<file path="src/rtl/decode_ctrl_stage.sv">
// RV32I(+M) instruction decoder with registered ID/EX control bundle.
// A small occupancy FSM holds EX and raises busy_o while a MUL/DIV is in flight.
module decode_ctrl_stage #(
  parameter int unsigned MULDIV_EN  = 1,
  parameter int unsigned MUL_CYCLES = 2,
  parameter int unsigned DIV_CYCLES = 8,
  parameter int unsigned CNT_W      = 4
) (
  input  logic        clk,
  input  logic        reset_n,
  input  logic [31:0] instr_i,
  input  logic        valid_i,
  input  logic        stall_i,
  input  logic        flush_i,
  output logic        busy_o,
  output logic        e_valid_o,
  output logic        e_RegWrite_o,
  output logic        e_ALUSrc_o,
  output logic        e_MemWrite_o,
  output logic        e_Jump_o,
  output logic        e_Jalr_o,
  output logic        e_Branch_o,
  output logic        e_lui_o,
  output logic [2:0]  e_ImmSrc_o,
  output logic [1:0]  e_ResultSrc_o,
  output logic [1:0]  e_ALUOp_o,
  output logic [2:0]  e_funct3_o,
  output logic        e_funct7b5_o,
  output logic        e_muldiv_o,
  output logic        e_illegal_o
);

  localparam logic [CNT_W-1:0] MUL_N = CNT_W'(MUL_CYCLES);
  localparam logic [CNT_W-1:0] DIV_N = CNT_W'(DIV_CYCLES);
  localparam logic [CNT_W-1:0] ONE   = CNT_W'(1);

  typedef enum logic {IDLE, BUSY} state_t;

  typedef struct packed {
    logic       valid;
    logic       reg_write;
    logic [2:0] imm_src;
    logic       alu_src;
    logic       mem_write;
    logic [1:0] result_src;
    logic [1:0] alu_op;
    logic       jump;
    logic       jalr;
    logic       branch;
    logic       lui;
    logic [2:0] funct3;
    logic       funct7b5;
    logic       muldiv;
    logic       illegal;
  } ex_t;

  state_t           state_q, state_d;
  logic [CNT_W-1:0] cnt_q, cnt_d;
  ex_t              ex_q, ex_d;
  ex_t              dec;
  logic             legal;
  logic [6:0]       opcode;
  logic [6:0]       funct7;
  logic [CNT_W-1:0] md_lat;
  logic             accept;
  logic             unused_bits;

  assign opcode      = instr_i[6:0];
  assign funct7      = instr_i[31:25];
  assign md_lat      = instr_i[14] ? DIV_N : MUL_N;
  assign unused_bits = ^{instr_i[24:15], instr_i[11:7]};

  always_comb begin
    dec   = '0;
    legal = 1'b1;
    case (opcode)
      7'b0000011: begin
        dec.reg_write  = 1'b1;
        dec.alu_src    = 1'b1;
        dec.result_src = 2'b01;
      end
      7'b0100011: begin
        dec.imm_src   = 3'b001;
        dec.alu_src   = 1'b1;
        dec.mem_write = 1'b1;
      end
      7'b0110011: begin
        dec.reg_write = 1'b1;
        dec.alu_op    = 2'b10;
        if (funct7 == 7'b0000000 || funct7 == 7'b0100000) begin
          legal = 1'b1;
        end else if (funct7 == 7'b0000001 && MULDIV_EN != 0) begin
          dec.muldiv = 1'b1;
        end else begin
          legal = 1'b0;
        end
      end
      7'b1100011: begin
        dec.imm_src = 3'b010;
        dec.alu_op  = 2'b01;
        dec.branch  = 1'b1;
      end
      7'b0010011: begin
        dec.reg_write = 1'b1;
        dec.alu_src   = 1'b1;
        dec.alu_op    = 2'b10;
      end
      7'b1101111: begin
        dec.reg_write  = 1'b1;
        dec.imm_src    = 3'b011;
        dec.result_src = 2'b10;
        dec.jump       = 1'b1;
      end
      7'b1100111: begin
        dec.reg_write  = 1'b1;
        dec.alu_src    = 1'b1;
        dec.result_src = 2'b10;
        dec.jalr       = 1'b1;
      end
      7'b0110111: begin
        dec.reg_write  = 1'b1;
        dec.imm_src    = 3'b100;
        dec.result_src = 2'b11;
        dec.lui        = 1'b1;
      end
      7'b0010111: begin
        dec.reg_write  = 1'b1;
        dec.imm_src    = 3'b100;
        dec.result_src = 2'b11;
      end
      default: legal = 1'b0;
    endcase

    if (legal) begin
      dec.valid    = 1'b1;
      dec.funct3   = instr_i[14:12];
      dec.funct7b5 = instr_i[30];
    end else begin
      dec         = '0;
      dec.valid   = 1'b1;
      dec.illegal = 1'b1;
    end
  end

  // The BUSY release edge (cnt=1) doubles as an acceptance edge, so
  // back-to-back ops see no dead cycle.
  assign accept = (state_q == IDLE) || flush_i || (cnt_q == ONE);

  always_comb begin
    state_d = state_q;
    cnt_d   = cnt_q;
    ex_d    = ex_q;
    if (!accept) begin
      cnt_d = cnt_q - ONE;
    end else begin
      state_d = IDLE;
      cnt_d   = '0;
      if (flush_i || stall_i || !valid_i) begin
        ex_d = '0;
      end else begin
        ex_d = dec;
        if (dec.muldiv && (md_lat > ONE)) begin
          cnt_d   = md_lat - ONE;
          state_d = BUSY;
        end
      end
    end
  end

  always_ff @(posedge clk) begin
    if (!reset_n) begin
      state_q <= IDLE;
      cnt_q   <= '0;
      ex_q    <= '0;
    end else begin
      state_q <= state_d;
      cnt_q   <= cnt_d;
      ex_q    <= ex_d;
    end
  end

  assign busy_o        = (state_q == BUSY);
  assign e_valid_o     = ex_q.valid;
  assign e_RegWrite_o  = ex_q.reg_write;
  assign e_ImmSrc_o    = ex_q.imm_src;
  assign e_ALUSrc_o    = ex_q.alu_src;
  assign e_MemWrite_o  = ex_q.mem_write;
  assign e_ResultSrc_o = ex_q.result_src;
  assign e_ALUOp_o     = ex_q.alu_op;
  assign e_Jump_o      = ex_q.jump;
  assign e_Jalr_o      = ex_q.jalr;
  assign e_Branch_o    = ex_q.branch;
  assign e_lui_o       = ex_q.lui;
  assign e_funct3_o    = ex_q.funct3;
  assign e_funct7b5_o  = ex_q.funct7b5;
  assign e_muldiv_o    = ex_q.muldiv;
  assign e_illegal_o   = ex_q.illegal;

endmodule
</file>
<file path="config.mk">
export PLATFORM = sky130hd
export DESIGN_NAME = decode_ctrl_stage
export DESIGN_NICKNAME = d
export VERILOG_FILES = /design/src/rtl/decode_ctrl_stage.sv
export SDC_FILE = /design/constraint.sdc
export NUM_CORES = 1
export LEC_CHECK = 0
export CELL_PAD_IN_SITES_DETAIL_PLACEMENT = 1
export CELL_PAD_IN_SITES_GLOBAL_PLACEMENT = 2
export CORE_MARGIN = 5
export CORE_UTILIZATION = 21
export CTS_BUF_LIST = sky130_fd_sc_hd__clkbuf_8
export DETAILED_ROUTE_END_ITERATION = 16
export HOLD_SLACK_MARGIN = 0.12
export PLACE_DENSITY_LB_ADDON = 0.1
export REMOVE_ABC_BUFFERS = 1
export SYNTH_ARGS = -nofsm -noshare
export SYNTH_HDL_FRONTEND = slang
export SYNTH_SLANG_ARGS = --single-unit
</file>
<file path="constraint.sdc">
create_clock -name clk -period 2.1 [get_ports clk]
set_input_delay 0.42 -clock clk [delete_from_list [all_inputs] [get_ports clk]]
set_output_delay 0.42 -clock clk [all_outputs]
set_load 0.03 [all_outputs]
</file>
## Word level (Yosys, flattened, before mapping)

Index checks and enable logic that the tools add are counted.

- Register bits: 26
- Bits of input ports: 37
- Output and inout port bits: 22
- Word-level logic and storage cells: 72

- $add $sub $neg: 2
- Order comparisons: 1
- Equal/unequal tests: 12
- Muxes and demuxes: 25
- Bitwise gates (word level): 1
- Reduce and logical (&&, ||, !) cells: 14

Operators with widths:

| cell | number |
|---|---|
| $eq A7 B6 Y1 const B | 4 |
| $eq A7 B7 Y1 const B | 3 |
| $mux W21 | 1 |
| $mux W4 | 5 |
| $eq A7 B5 Y1 const B | 2 |
| $mux W14 | 1 |
| $mux W1 | 13 |
| $pmux W3 S4 | 1 |
| $reduce_or A8 Y1 | 1 |
| $sub A4 B1 Y4 const B | 2 |
| $eq A7 B1 Y1 const B | 1 |
| $eq A7 B2 Y1 const B | 1 |
| $logic_not A7 Y1 | 1 |
| $reduce_or A7 Y1 | 1 |
| $pmux W2 S3 | 1 |
| $reduce_or A2 Y1 | 3 |
| $logic_or A1 B1 Y1 | 5 |
| $eq A4 B1 Y1 const B | 1 |
| $gt A4 B1 Y1 const B | 1 |
| $pmux W2 S2 | 1 |
| $reduce_or A4 Y1 | 1 |
| $mux W2 | 1 |
| $pmux W1 S2 | 1 |
| $logic_and A1 B1 Y1 | 1 |
| other kinds (2) | 2 |

## Depth between registers and ports, before layout

Gate-level depths: netlist of run 1.

- Depth in word-level cells: 9
- Mapped depth: 7
- Depth with buffers taken out: 6

## Worst setup path after synthesis of run 1

Ideal clock, no wire load.

- Path kind: register to register
- Start point: register cnt_q[0]
- End point: register cnt_q[2]
- Library setup time: 0.073 ns
- Arrival: 1.650 ns
- Data required time: 2.027 ns
- Slack: 0.377 ns
- Cell stages (with the launch flop): 6
- Path buffers: 0
- Period minus slack after synthesis: 1.723 ns
- Path through: dfxtp_1 > ha_1 > nor3b_4 > o2111ai_4 > or4_4 > o22ai_2

- Longest elaborated chain between the ends: 3
- Elaborated cells between the ends (all ways): 4
- Classes of those cells: 1 x add/sub; 1 x eq/ne; 1 x mux; 1 x reduce/logical

RTL lines:

| item | RTL line | source |
|---|---|---|
| start: declaration | 58 | `logic [CNT_W-1:0] cnt_q, cnt_d;` |
| start signal: assignment | 177 | `cnt_q <= cnt_d;` |
| parallel branches: the longest is 2 deep, another holds $sub A4 B1 Y4 | n/a |  |
| $mux W4 * | 153 | `if (!accept) begin` |

Mark *: on every way between the ends.
A chain may end at the register's enable or synchronous reset.

## Final worst setup path of run 1

- Start point: input instr_i[5]
- End point: register cnt_q[2]

- Longest elaborated chain between the ends: 8
- Elaborated cells between the ends (all ways): 17
- Classes of those cells: 9 x eq/ne; 6 x mux; 2 x reduce/logical

RTL lines:

| item | RTL line | source |
|---|---|---|
| start: declaration | 11 | `input logic [31:0] instr_i,` |
| $eq A7 B5 Y1 (tied with other cells) | 76 | `case (opcode)` |
| $reduce_or A8 Y1 (no line) | n/a |  |
| $pmux W1 S2 | 76 |  |
| $mux W2 * | 134 | `if (legal) begin` |
| $logic_and A1 B1 Y1 * | 162 | `if (dec.muldiv && (md_lat > ONE)) begin` |
| $mux W4 * | 162 |  |
| $mux W4 * | 158 | `if (flush_i \|\| stall_i \|\| !valid_i) begin` |
| $mux W4 * | 153 |  |

Mark *: on every way between the ends. The rest lies on a longest branch, timed or not.

==> results of run 1 <==
report_power, final:
| group | switching, mW | internal [mW] |
|---|---|---|
| logic | 0.0368 | 0.0564 |
| clock network | 0.157 | 0.255 |
| registers | 0.000673 | 0.456 |
| total | 0.194 | 0.767 |
layout by cell type (no fill, tap or decap), types with 2 or more instances in the layout:
master,count
a21o_1,2
nand3_1,2
clkbuf_8,3
nor2b_1,2
a31oi_1,2
nand3b_1,2
nor2_1,6
a21oi_1,4
inv_1,5
a32o_1,2
xnor2_1,2
buf_4,13
clkdlybuf4s50_1,43
ha_1,2
o21ai_0,11
o31ai_1,2
nand2_1,20
nor3_1,2
a22o_1,4
nand2b_1,2
dfxtp_1,24
critical path, stage by stage:
cell	delay, ns
clkdlybuf4s50_1	0.50
nor4b_2	0.33
nand2_1	0.10
or4_4	0.56
o22ai_2	0.14
worst max-delay path by stage:
| stage | start | to | slack, ns | depth (start not counted) |
|---|---|---|---|---|
| after floorplan | e_muldiv_o | e_RegWrite_o | 0.16 | 4 |
| after global placement | instr_i[3] | cnt_q[2] | -0.03 | 5 |
| after detailed placement | instr_i[5] | cnt_q[2] | -0.05 | 5 |
| after CTS | instr_i[5] | cnt_q[2] | 0.23 | 5 |
| after global routing | instr_i[5] | cnt_q[2] | 0.16 | 5 |
| final | instr_i[5] | cnt_q[2] | 0.24 | 5 |
final cells by class:
| cell class | instances | area [um^2] |
|---|---|---|
| multi-input cells | 81 | 537 |
| fillers | 580 | 3100 |
| flip-flops and latches | 24 | 480 |
| clock buffers | 3 | 41.3 |
| clock inverters | 1 | 30.0 |
| inverters | 5 | 18.8 |
| repair buffers | 56 | 528 |
| well taps | 67 | 83.8 |
stage by stage:
step | instances | utilization (%)
after floorplan | 110 | -
after global placement | 233 | 34.2
after detailed placement | 233 | 34.2
after CTS | 237 | 35.7
after global routing | 237 | 35.7
final | 237 | 35.7
cells by family (layout without fill, tap and decap cells):
group,Yosys count,count (layout)
and+or+nand+nor,43,43
AOI/OAI and AO/OA,34,34
DFF,24,24
buffers and inverters,9,65
adders and majority gates,2,2
xor gates and xnor gates,2,2
metal layers:
layer	global-route usage (%)	wire, um
met1	13.4	1510
met2	16.0	1440
met3	3.44	241
met4	3.04	19
met5	0	0
sequential cells by signal, indices dropped and copies added (netlist names):
register and cells:
e_muldiv_o 1, e_ImmSrc_o 3, e_valid_o 1, cnt_q 4, e_Jump_o 1, e_MemWrite_o 1
e_RegWrite_o 1, e_funct3_o 3, e_lui_o 1, e_illegal_o 1, e_ALUOp_o 1, e_Branch_o 1
e_Jalr_o 1, e_ResultSrc_o 2, e_funct7b5_o 1, e_ALUSrc_o 1
==> impl_metrics.tcl, run 1 <==
set metrics [dict create \
    status "completed" \
    hold_path_depth 2 \
    rr_worst_depth 5 \
    ys_ff_latch 24 \
    setup_tns_ns 0 \
    hold_viol 0 \
    ff2ff_setup_slack_ns 0.30 \
    worstSetupEndpointType "register" \
    clockBufferDepth 2 \
    drtPass1Iterations 2 \
    placedInstanceArea_mm2 0.00165 \
    grt.overflow.total 0 \
    synth_adder_area_share_pct 2.36 \
    fin_crit_sh_pct 88.6 \
    synth_top_family_by_area "compound AO/OA/AOI/OAI gates" \
    drc 0 \
    place_congestion 0.767 \
    drv_cap 0 \
    p_leak_nw 0.619 \
    syn_inst 114 \
    clk_pin_slew_worst_paths_ns 0.09 \
    diodes 0 \
    pre_cts_slack_ns -0.0467 \
    postCtsSetupBuffers 0 \
    clk_latency_ns 0.27 \
    routedWlPerCell_um 13.5 \
    synth-edff-count 0 \
    grt_pass1_vias 1140 \
    fin_ws_ns 0.240 \
    p_per_area_mw_per_mm2 559 \
    numCtsBuffers 3 \
    grt_setup_unrepaired "no" \
    design.core.area_mm2 0.00482 \
    yosys.cell_types.count 34 \
    layout-drive-gt1-share_pct 14.1 \
    vdd_drop_max_uv 321 \
    std_cell_rows 25 \
    yosys_most_used_dff "dfxtp_1" \
    start_kind "input pin" \
    syn2layout_area_growth_pct 62.4 \
    whs_ns 0.445 \
    clock_skew_ns 0.00707 \
    synthArstFlopShare_pct 0 \
    synth-simple-area-share_pct 22.9 \
    die_w_um 81.0 \
    synth_xor_area_share_pct 1.65 \
    worstReg2RegEnd "cnt_q[2]" \
    synth_compound_gate_area_share_pct 23.8 \
    ys_warn_count 0 \
    initial_core_util_pct 22.0 \
    synth.cell_area_mm2 0.00106 \
    seq_area_frac_synth_pct 45.4 \
    ctsHoldBuffers 0 \
    fmax_ghz 0.538 \
    drtAntennaViolNets 0 \
    muxShareOfSynthArea_pct 0 \
    viasPerCell 4.35 \
    cts_tree "yes" \
    worstMarginPinSlew_ns 0.573 \
    arrival_ns 2.06 \
    port_buffers 43 \
    pin_count 59 \
    synth.most_common_cell "dfxtp_1" \
    crit_fanout 4 \
    synthTopCellsByCount "24 x dfxtp_1, 20 x nand2_1, 11 x o21ai_0" \
    drtIter0Drc 43 \
    slew_viol_final 0 \
    grt_max_degree 15 \
    cp.required_ns 2.30 \
    die_y_um 81.0 \
    cts_resized 0 \
    num-nets-final 210 \
    synth_area_leaders "dfxtp_1 45%, nand2_1 7.1%, o21ai_0 5.2%" \
    dieArea_mm2 0.00656 \
    min_to "e_valid_o" \
    total_power_mw 0.961 \
    grt_pass1_wl_um 5300 \
    crit_type "input pin to register" \
    hp-start "e_valid_o" \
    min_period_ns 1.86 \
    synth_top_area_cell "dfxtp_1" \
    cts_max_level 1 \
    slew_headroom_pct 61.6 \
    postSynthAreaPerCell_um2 9.29 \
    stdcell_area_mm2 0.00172 \
    setup_viol 0 \
    grtUsageTotal_pct 10.3 \
    dp_hpwl_um 2610 \
    cts_root_buf "clkbuf_8" \
    clkSinkCount 24 \
    synth_top_area_share_pct 45.4 \
    reg2reg_from "cnt_q[0]" \
    wl_um 3210 \
    vias 1031 \
    antenna_found_initial 0 \
    hold_path_class "register to register" \
]
No activity file was read; power rests on OpenSTA's default activity.
==> inputs of run 2 (changes only) <==
--- a/config.mk
+++ b/config.mk
@@ -12,8 +12,7 @@
 export CTS_BUF_LIST = sky130_fd_sc_hd__clkbuf_8
 export DETAILED_ROUTE_END_ITERATION = 16
 export HOLD_SLACK_MARGIN = 0.12
-export PLACE_DENSITY_LB_ADDON = 0.1
-export REMOVE_ABC_BUFFERS = 1
+export PLACE_DENSITY = 0.89
 export SYNTH_ARGS = -nofsm -noshare
 export SYNTH_HDL_FRONTEND = slang
 export SYNTH_SLANG_ARGS = --single-unit
==> run 2 against run 1 <==
- power is 0.77% lower
- worst setup slack improved by 0.032 ns
- wire length fell by 7.7%
- final cell count decreased by 0.42%
- count of clock-buffer cells in the layout stayed put
- largest power group unchanged
- critical path type unchanged
- via count down 1.5%
- combinational power is 2% lower
==> impl_metrics.tcl, run 2 (synthesized netlist as in run 1, its figures left out) <==
set metrics [dict create \
    fmax_ghz 0.547 \
    drtAntennaViolNets 0 \
    max_stage_delay_ns 0.55 \
    grt_pass1_vias 1068 \
    slowest_stage "clkdlybuf4s50_1" \
    worstMarginPinSlew_ns 0.586 \
    clockBufferDepth 2 \
    dieArea_mm2 0.00656 \
    numCtsBuffers 3 \
    grt_setup_unrepaired "no" \
    crit_fanout 6 \
    clk_latency_ns 0.27 \
    p_leak_nw 0.616 \
    reg2reg_from "cnt_q[0]" \
    routedWlPerCell_um 12.6 \
    initial_core_util_pct 22.0 \
    mostFrequentLayoutCells "43 x clkdlybuf4s50_1, 24 x dfxtp_1, 20 x nand2_1, 12 x buf_4, 11 x o21ai_0" \
    layout-drive-gt1-share_pct 13.6 \
    largest_reg_flops 4 \
    std_cell_rows 25 \
    cp_cell_sequence "clkdlybuf4s50_1 > or3b_1 > a21oi_1 > a31oi_1 > o31ai_1" \
    fin_crit_sh_pct 87.1 \
    cts_tree "yes" \
    place_congestion 0.718 \
    vdd_drop_max_uv 254 \
    setup_tns_ns 0 \
    syn2layout_area_growth_pct 61.7 \
    postCtsSetupBuffers 0 \
    hold_viol 0 \
    cts_resized 0 \
    cts_max_level 1 \
    crit_start "instr_i[4]" \
    drtIter0Drc 26 \
    grtUsageTotal_pct 9.91 \
    rr_worst_depth 5 \
    design.core.area_mm2 0.00482 \
    drv_cap 0 \
    start_kind "input pin" \
    regMostFlops "cnt_q" \
    clk_pin_slew_worst_paths_ns 0.09 \
    port_buffers 43 \
    antenna_found_initial 0 \
    diodes 0 \
    clock_skew_ns 0.00264 \
    cts_root_buf "clkbuf_8" \
    viasPerCell 4.31 \
    p_per_area_mw_per_mm2 557 \
    pin_count 59 \
    ctsHoldBuffers 0 \
    multi_input_area_um2 537 \
    grt_pass1_wl_um 4960 \
    drtPass1Iterations 4 \
    critPathBufInv 1 \
    num-nets-final 209 \
    wl_um 2970 \
    dp_hpwl_um 2480 \
    hold_path_class "register to register" \
    worstReg2RegEnd "cnt_q[2]" \
    final_common_cell "clkdlybuf4s50_1" \
    fill_cells 575 \
    setup_viol 0 \
    die_w_um 81.0 \
    arrival_ns 2.01 \
    slew_headroom_pct 60.8 \
    cp_top_family "compound AO/OA/AOI/OAI gates" \
    cp.required_ns 2.28 \
    syn_nets 153 \
    clkSinkCount 24 \
    min_period_ns 1.83 \
    grt.overflow.total 0 \
    slew_viol_final 0 \
    die_y_um 81.0 \
    vias 1016 \
    drc 0 \
    seq_area_um2 480 \
    total_power_mw 0.954 \
    crit_path_end "e_ALUOp_o[1]" \
    status "completed" \
    whs_ns 0.442 \
    worstSetupEndpointType "register" \
    crit_type "input pin to register" \
    worst-path-stages 5 \
    grt_max_degree 15 \
    ff2ff_setup_slack_ns 0.30 \
]
run 2: cell count changes in the layout (fill, tap and decap cells not counted), sizes merged:
cell / before / now
buf: 13 / 12
run 2: power breakdown:
group	switching [mW]	leakage (nW)	internal, mW
Clock	0.151	0.0357	0.255
Combinational	0.0355	0.387	0.0561
Sequential	0.000654	0.193	0.456
Total	0.187	0.616	0.767
run 2: tightest hold or removal path, stage by stage (launching register included):
cell and delay (ns):
dfxtp_1 0.32, nand2_1 0.05, nand2_1 0.04
run 2: through the flow:
step                cells  util (%)  setup WS, ns  instance area (um^2)
detailed placement    232      34.1       -0.0596                  1640
floorplan             114         -         0.377                  1060
global placement      232      34.1       0.00786                  1640
finish                236      35.5         0.272                  1710
CTS                   236      35.5         0.241                  1710
global route          236      35.5         0.114                  1710
run 2: routing by layer:
layer  track usage [%]  routed length, um  vias up  share of wire, %
li1                  -                  -      518                 -
met1              11.8               1350      460                45
met2              16.6               1350       33                46
met3              2.55                206        5               6.9
met4              4.56                 57        0               1.9
met5                 0                  0        -                 0
run 2: worst min-delay path by stage:
stage,startpoint,end,cells after the start
after CTS,e_valid_o,e_valid_o,2
after detailed placement,e_valid_o,e_valid_o,2
after floorplan,cnt_q[0],cnt_q[0],1
after global routing,e_valid_o,e_valid_o,2
after global placement,e_valid_o,e_valid_o,2
final,e_valid_o,e_valid_o,2
run 2: final cells by class:
class | count | share of cell area [%]
inverters | 5 | 1.10
repair buffers | 55 | 30.4
clock buffers | 3 | 2.41
flip-flops and latches | 24 | 28.1
multi-input cells | 81 | 31.4
clock inverters | 1 | 1.75
well taps | 67 | 4.90
